$ cat src/rtl/bcd_pkg.sv
// Shared types and helpers for the sequential binary-to-BCD converter.
package bcd_pkg;

    typedef enum logic [1:0] {
        IDLE,
        SHIFT,
        DONE
    } state_t;

    localparam int unsigned BCD_DIGIT_W = 4;

    // Smallest digit count d with 10^d > 2^width - 1.
    function automatic int unsigned min_digits(input int unsigned width);
        longint unsigned max_val;
        longint unsigned pow10;
        int unsigned     d;
        max_val = (width >= 64) ? {64{1'b1}} : ((64'd1 << width) - 64'd1);
        pow10   = 64'd1;
        d       = 0;
        for (int i = 0; i < 20; i++) begin
            if (pow10 <= max_val) begin
                pow10 = pow10 * 64'd10;
                d     = d + 1;
            end
        end
        return d;
    endfunction

endpackage

$ cat src/rtl/bcd_digit_adjust.sv
// One double-dabble digit correction: add 3 when the digit is 5 or more.
module bcd_digit_adjust
    import bcd_pkg::*;
(
    input  logic [BCD_DIGIT_W-1:0] digit,
    output logic [BCD_DIGIT_W-1:0] adjusted_c
);

    assign adjusted_c = (digit >= BCD_DIGIT_W'(5)) ? (digit + BCD_DIGIT_W'(3)) : digit;

endmodule

$ cat src/rtl/binary_to_bcd_seq.sv
// Iterative shift-and-add-3 binary-to-BCD converter, one bit per clock,
// with valid/ready handshakes on both sides.
module binary_to_bcd_seq
    import bcd_pkg::*;
#(
    parameter int unsigned WIDTH  = 8,
    parameter int unsigned DIGITS = 3
) (
    input  logic                          clk,
    input  logic                          rst_n,
    input  logic                          in_valid,
    output logic                          in_ready,
    input  logic [WIDTH-1:0]              binary,
    output logic                          out_valid,
    input  logic                          out_ready,
    output logic [BCD_DIGIT_W*DIGITS-1:0] bcd
);

    localparam int unsigned BCD_W = BCD_DIGIT_W * DIGITS;
    localparam int unsigned SR_W  = BCD_W + WIDTH;
    localparam int unsigned CNT_W = (WIDTH > 1) ? $clog2(WIDTH) : 1;

    if (WIDTH < 1 || DIGITS < min_digits(WIDTH)) begin : g_bad_params
        $error("binary_to_bcd_seq: DIGITS=%0d too small for WIDTH=%0d", DIGITS, WIDTH);
    end

    state_t           state;
    logic [SR_W-1:0]  sr;
    logic [SR_W-1:0]  sr_step_c;
    logic [BCD_W-1:0] adj_c;
    logic [CNT_W-1:0] cnt;
    logic             accept_c;
    logic             last_c;

    // Per-digit +3 correction on the BCD field of the shift register.
    for (genvar i = 0; i < DIGITS; i++) begin : g_adj
        bcd_digit_adjust u_adj (
            .digit      (sr[WIDTH + BCD_DIGIT_W*i +: BCD_DIGIT_W]),
            .adjusted_c (adj_c[BCD_DIGIT_W*i +: BCD_DIGIT_W])
        );
    end

    assign sr_step_c = SR_W'({adj_c, sr[WIDTH-1:0]} << 1);
    assign in_ready  = (state == IDLE) || ((state == DONE) && out_ready);
    assign accept_c  = in_valid && in_ready;
    assign last_c    = (cnt == CNT_W'(WIDTH - 1));

    always_ff @(posedge clk or negedge rst_n) begin
        if (!rst_n) begin
            state     <= IDLE;
            sr        <= '0;
            cnt       <= '0;
            bcd       <= '0;
            out_valid <= 1'b0;
        end else begin
            case (state)
                IDLE: begin
                    if (accept_c) begin
                        sr    <= SR_W'(binary);
                        cnt   <= '0;
                        state <= SHIFT;
                    end
                end
                SHIFT: begin
                    sr  <= sr_step_c;
                    cnt <= cnt + CNT_W'(1);
                    if (last_c) begin
                        bcd       <= sr_step_c[SR_W-1 -: BCD_W];
                        out_valid <= 1'b1;
                        state     <= DONE;
                    end
                end
                DONE: begin
                    // Output handshake; a waiting input is taken in the same cycle.
                    if (out_ready) begin
                        out_valid <= 1'b0;
                        if (in_valid) begin
                            sr    <= SR_W'(binary);
                            cnt   <= '0;
                            state <= SHIFT;
                        end else begin
                            state <= IDLE;
                        end
                    end
                end
                default: state <= IDLE;
            endcase
        end
    end

endmodule

$ cat config.mk
export PLATFORM = sky130hd
export DESIGN_NAME = binary_to_bcd_seq
export DESIGN_NICKNAME = d
export VERILOG_FILES = /design/src/rtl/bcd_pkg.sv /design/src/rtl/bcd_digit_adjust.sv /design/src/rtl/binary_to_bcd_seq.sv
export SDC_FILE = /design/constraint.sdc
export NUM_CORES = 1
export LEC_CHECK = 0
export CAP_MARGIN = 20
export CORE_ASPECT_RATIO = 0.9
export CORE_MARGIN = 2
export CORE_UTILIZATION = 40
export DETAILED_ROUTE_END_ITERATION = 6
export SETUP_SLACK_MARGIN = 0.3
export SLEW_MARGIN = 10
export SYNTH_ARGS = -nofsm -noshare
export SYNTH_HDL_FRONTEND = slang
export SYNTH_SLANG_ARGS = --single-unit
$ cat constraint.sdc
create_clock -name clk -period 1.41 [get_ports clk]
set_input_delay 0.2115 -clock clk [delete_from_list [all_inputs] [get_ports clk]]
set_output_delay 0.2115 -clock clk [all_outputs]
set_load 0.02 [all_outputs]
==> results of run 1 <==
[per-layer routing]
metal / track usage / vias up
met1: 0.240 / 841
li1: - / 801
met5: 0 / -
met2: 0.375 / 23
met4: 0.0841 / 0
met3: 0.0391 / 5
[path summary, 6_finish.rpt]
check	to	slack, ps
worst max-delay path	sr[10]	-40
worst min-delay path	sr[15]	380
worst max register to register	sr[10]	-40
worst min register to register	bcd[2]	470
max in group asynchronous	bcd[1]	490
min in group clk	sr[0]	470
[flip-flops by register name (all words and copies together), names as in the netlist]
| register | flops |
|---|---|
| bcd | 12 |
| out_valid | 1 |
| state | 2 |
| sr | 20 |
| cnt | 3 |
[where the power goes]
part	internal [mW]	switching (mW)	leakage [nW]
clock network	0.341	0.371	0.0383
registers	1.57	0.456	0.477
logic	2.54	2.24	0.902
[worst max-delay path, stage by stage (launching register included)]
cell,delay [ps]
dfrtp_1,440
ha_4,180
nand2b_4,150
a21oi_4,160
mux2_4,340
o21ai_2,110
[cell type report]
cell class                 count  area share
sequential                    38       0.299
tap                           62      0.0243
clock buffer                   7      0.0239
multi-input combinational    125       0.403
timing repair buffer          82       0.232
inverter                      14      0.0177
[cell usage after synthesis, drive strengths merged]
library cell  instances  area share
a21oi                16       0.043
a22o                  3       0.014
buf                   7       0.036
dfrtp                38        0.51
ha                    8       0.054
inv                  14       0.028
mux2                  4       0.026
mux2i                 3       0.016
nand2                29       0.062
nand2b                5       0.022
nand3                 3      0.0080
nor2                  1      0.0020
nor2b                 2       0.011
nor3                  3      0.0080
nor3b                 5       0.020
o21ai                31        0.10
o22ai                 4       0.013
o2bb2ai               1      0.0080
o31ai                 1      0.0040
xnor2                 3       0.014
[cell families (layout without fill, tap and decap cells)]
| logic type | after synthesis | count (layout) | synth area share |
|---|---|---|---|
| compound gates | 56 | 59 | 0.184 |
| buf+inv | 21 | 103 | 0.0643 |
| fa+ha+maj | 8 | 8 | 0.0536 |
| flops | 38 | 38 | 0.509 |
| mux | 7 | 7 | 0.0422 |
| simple gates | 48 | 48 | 0.133 |
| xor+xnor | 3 | 3 | 0.0141 |
[through the flow]
| step | hold WS, ps | util | TNS [ps] | total power [mW] |
|---|---|---|---|---|
| finish | 382 | 0.714 | -159 | 7.53 |
| global route | 403 | 0.714 | -546 | 8.00 |
| CTS | 389 | 0.654 | -25.5 | 6.79 |
| detailed placement | 172 | 0.539 | -3320 | 5.09 |
| global placement | 162 | 0.539 | -2100 | 4.92 |
| floorplan | -84.1 | - | 0 | 4.20 |
[repair_timing]
action / in CTS / in global routing
gates cloned: 4 / 0
hold buffers: 1 / 0
pin swaps: 29 / 19
buffers inserted: 24 / 18
endpoints found under the setup margin: 51 / 42
endpoints found under the hold margin: 16 / 0
resized for setup: 113 / 25
==> run summary, run 1 <==
Worst Tran Pin Value - 464 ps
Pre-CTS WS - -285 ps
FF+latch area - 953 sq um
Layout cells sized above 1 - 0.583
Gpl congestion - 0.801
Post-Syn Area - 1870 sq um
Yosys cell types - 27
CTS H-tree depth - 2
Most frequent cells in the layout - buf_4, dfrtp_1, nand2_1
Tot GR Track Use - 0.203
Final HPWL DP - 2880 um
Failing checks - setup timing
Clock transition at path regs - 70 ps
Die Ht - 68.8 um
Leakage - 1.42 nW
Fin. max-slew vios - 0
Max_slew headroom - 0.691
Yosys warnings - 0
Routed vias - 1670
Fin. Hold Viols - 0
Vias per Instance - 5.09
Vias in the first global route - 1661
Startpoint Class - flop
Clock Sinks - 38
Nets - 286
#FFs+latches synth - 38
Overflow after GRT - 0
Design area - 3190 sq um
Endpoints failing setup - 6
Initial antenna violation count - 0
Met2 wire len - 2860 um
# diodes - 0
Mapped Avg Cell Area - 10.3 sq um
Clk_skew - 8.90 ps
Crit path launch - sr[8]
Syn Inst Count - 181
Post-Syn Nets - 201
CP Class - reg2reg
Max Cap Viol - 0
Crit Reg-Reg Startpoint - sr[8]
Tightest Hold Check Type - in2async
Peak VDD IR - 1.08 mV
Pwr dens - 2360 nW/um^2
Final worst setup slack - -43.8 ps
Sequential-to-total area share from yosys stat - 0.509
Core footprint - 4460 sq um
Multi-input logic area - 1280 sq um
Crit path DAT - 1680 ps
Length in cells of the worst reg-to-reg path - 5
Outcome - finished with violations
Cells after DPL - 274
Met3 routed WL - 140 um
Drt drc - 0
Clock root buffer - clkbuf_8
Setup crit end kind - flop
Area Growth Syn to Fin - 70.6%
Layout Cells excl Fill - 328
Initial Utilization - 0.419
Data required, critical path - 1630 ps
Total wire length - 5290 um
Area after DPL - 2400 sq um
Commonest non-fill, non-tap cell in the layout - buf_4
F_max - 688 MHz
DIE AREA - 5230 sq um
Later-pin clock latency in the skew report - 290 ps
M1 WL - 2240 um
Global-route wire length before repair - 8100 um
Post-route minimum period - 1450 ps
TritonCTS clock tree - done
Crit path max fanout - 3
PortBufs - 25
Detail Route Antenna Nets - 0
Crit share post-route - 1.03
CTS Buf Count - 5
1st-iter DRT viols - 51
TritonRoute pass-1 iters - 4
Num rows - 23
RSZ-0062 raised after global routing - yes
Clk buf depth - 2
Ports - 26
WL per Instance - 16.1 um
Top Metal Used - met4
Die X - 76.0 um
Fillers - 298
Largest net degree at the start of global routing - 19
(Power assumes the default switching activity.)
==> inputs of run 2 (changes only) <==
CORE_MARGIN = not set   (was 2)
==> run summary, run 2 (synthesis results as in run 1) <==
Outcome - finished with violations
Failing checks - setup timing
Commonest non-fill, non-tap cell in the layout - dfrtp_1
Endpoints failing setup - 6 (unchanged)
Nets - 277 (-3.1%)
Fin. Hold Viols - 0 (unchanged)
TritonRoute pass-1 iters - 4 (unchanged)
Fillers - 319 (+7.0%)
Detail Route Antenna Nets - 0 (unchanged)
Clk buf depth - 2 (unchanged)
Max_slew headroom - 0.672 (-0.0186)
Fin. max-slew vios - 0 (unchanged)
WL per Instance - 16.3 um (+0.86%)
CP Cell Sequence - inv_2 -> ha_4 -> nand2b_4 -> a21oi_4 -> mux2_4 -> o21ai_2
Later-pin clock latency in the skew report - 280 ps (about the same)
Final HPWL DP - 2860 um (-0.48%)
Length in cells of the worst reg-to-reg path - 6 (+1)
Setup crit end - bcd[6]
Crit Reg-Reg Startpoint - sr[12]
Startpoint Class - flop
Setup crit end kind - flop
FF-to-FF End - bcd[6]
Clk_skew - 2.65 ps (-6.26 ps)
1st-iter DRT viols - 72 (+41%)
DIE AREA - 4950 sq um (-5.5%)
Leakage - 1.39 nW (-1.6%)
Setup TNS - -186 ps (-27.3 ps)
# diodes - 0 (unchanged)
Crit path DAT - 1670 ps (about the same)
Max reg flops - 20 (unchanged)
Stages on worst setup path - 6 (+1)
Ports - 26 (unchanged)
CP delay by family, top - flip-flops
Tightest Hold Check Type - in2async
Routed vias - 1657 (-0.78%)
F_max - 687 MHz (-0.11%)
Drt drc - 0 (unchanged)
R2R Setup Slk - -50 ps (about the same)
Tot GR Track Use - 0.229 (+0.0260)
RSZ-0062 raised after global routing - yes
Finished Core Util - 0.700 (-0.0140)
Overflow after GRT - 0 (unchanged)
Gpl congestion - 0.779 (-2.7%)
Crit path max fanout - 4 (+1)
Die X - 74.0 um (-2.6%)
Layout cells sized above 1 - 0.588 (+0.00484)
Initial antenna violation count - 0 (unchanged)
Biggest register - sr
Layout Cells excl Fill - 319 (-2.7%)
Worst Path Buf+Inv - 1 (+1)
Clock transition at path regs - 70 ps (about the same)
CP max stage cell - dfrtp_2
TritonCTS clock tree - done
Peak VDD IR - 1.15 mV (+6.0%)
Die Ht - 66.8 um (-2.9%)
Vias per Instance - 5.19 (+2.0%)
Multi-input logic area - 1310 sq um (+1.9%)
Crit path launch - sr[12]
Design area - 3120 sq um (-2.0%)
CTS H-tree depth - 2 (unchanged)
CP Class - reg2reg
Vias in the first global route - 1719 (+3.5%)
CTS Buf Count - 5 (unchanged)
Post-route minimum period - 1460 ps (+1.65 ps)
Global-route wire length before repair - 8250 um (+1.9%)
Max Cap Viol - 0 (unchanged)
Most frequent cells in the layout - dfrtp_1, buf_4, nand2_1
Data required, critical path - 1630 ps (about the same)
Pwr dens - 2340 nW/um^2 (-0.99%)
Clock root buffer - clkbuf_8
Core footprint - 4460 sq um (unchanged)
Cells after DPL - 276 (+0.73%)
Initial Utilization - 0.419 (unchanged)
Num rows - 23 (unchanged)
FF+latch area - 953 sq um (unchanged)
Largest net degree at the start of global routing - 21 (+2)
Area after DPL - 2430 sq um (+1.1%)
Crit share post-route - 1.03 (+0.00117)
Total wire length - 5190 um (-1.9%)
Worst Tran Pin Value - 492 ps (+27.9 ps)
Final worst setup slack - -45.5 ps (-1.65 ps)
Clock Sinks - 38 (unchanged)
PortBufs - 25 (unchanged)
Area Growth Syn to Fin - 67.2%
Crit path largest cell delay - 450 ps (about the same)
Largest registers - sr (20), bcd (12), cnt (3)
## run 2: changes by cell type in the layout (fill, tap and decap cells not counted), moves of 2 or more
cell	change
buf_6	-4
buf_12	-2
o21ai_1	-3
buf_4	-7
o21ai_2	+5
## run 2: metal layers
metal / track usage / wire, um / up-vias / share of wire
li1: - / - / 785 / -
met1: 0.286 / 2230 / 839 / 0.43
met2: 0.391 / 2780 / 31 / 0.54
met3: 0.0499 / 162 / 2 / 0.031
met4: 0.0745 / 19 / 0 / 0.0037
met5: 0 / 0 / - / 0
## run 2: worst min path at each step
stage | from | to | slack, ps | cells past startpoint
final | rst_n | sr[18] | 420 | 2
after global routing | rst_n | bcd[10] | 440 | 2
after CTS | rst_n | bcd[11] | 420 | 2
after detailed placement | rst_n | bcd[11] | 190 | 1
after global placement | rst_n | bcd[11] | 170 | 1
after floorplan | rst_n | bcd[0] | -80 | 0
## run 2: area by class of cell
type                    count  area share
clock buffers               7      0.0244
inverters                  14      0.0188
multi-input cells         126       0.419
flip-flops and latches     38       0.305
well taps                  62      0.0248
repair buffers             72       0.208
## run 2: timing repair
| action | 4_1_cts | 5_1_grt |
|---|---|---|
| hold endpoints to repair | 18 | 0 |
| buffers inserted | 17 | 12 |
| setup endpoints to repair | 52 | 40 |
| resized for setup | 102 | 38 |
| hold buffers | 1 | 0 |
| pin swaps | 26 | 18 |
| cloned | 6 | 0 |
## run 2: worst register-to-register path, cell delays in order (launching register included)
cell	delay, ps
dfrtp_2	450
inv_2	100
ha_4	150
nand2b_4	60
a21oi_4	150
mux2_4	340
o21ai_2	130
## run 2: report_power, final
part / switching, mW / internal [mW] / total, mW
clock network: 0.358 / 0.340 / 0.698
registers: 0.464 / 1.58 / 2.04
logic: 2.22 / 2.35 / 4.57
## run 2: per-stage QoR
stage | power [mW] | hold slack (ps) | setup WS, ps
final | 7.31 | 416 | -45.5
after global routing | 7.75 | 440 | -88.1
after CTS | 6.67 | 422 | -25.7
after detailed placement | 5.19 | 185 | -277
after global placement | 5.01 | 174 | -262
after floorplan | 4.20 | -84.1 | 73.6
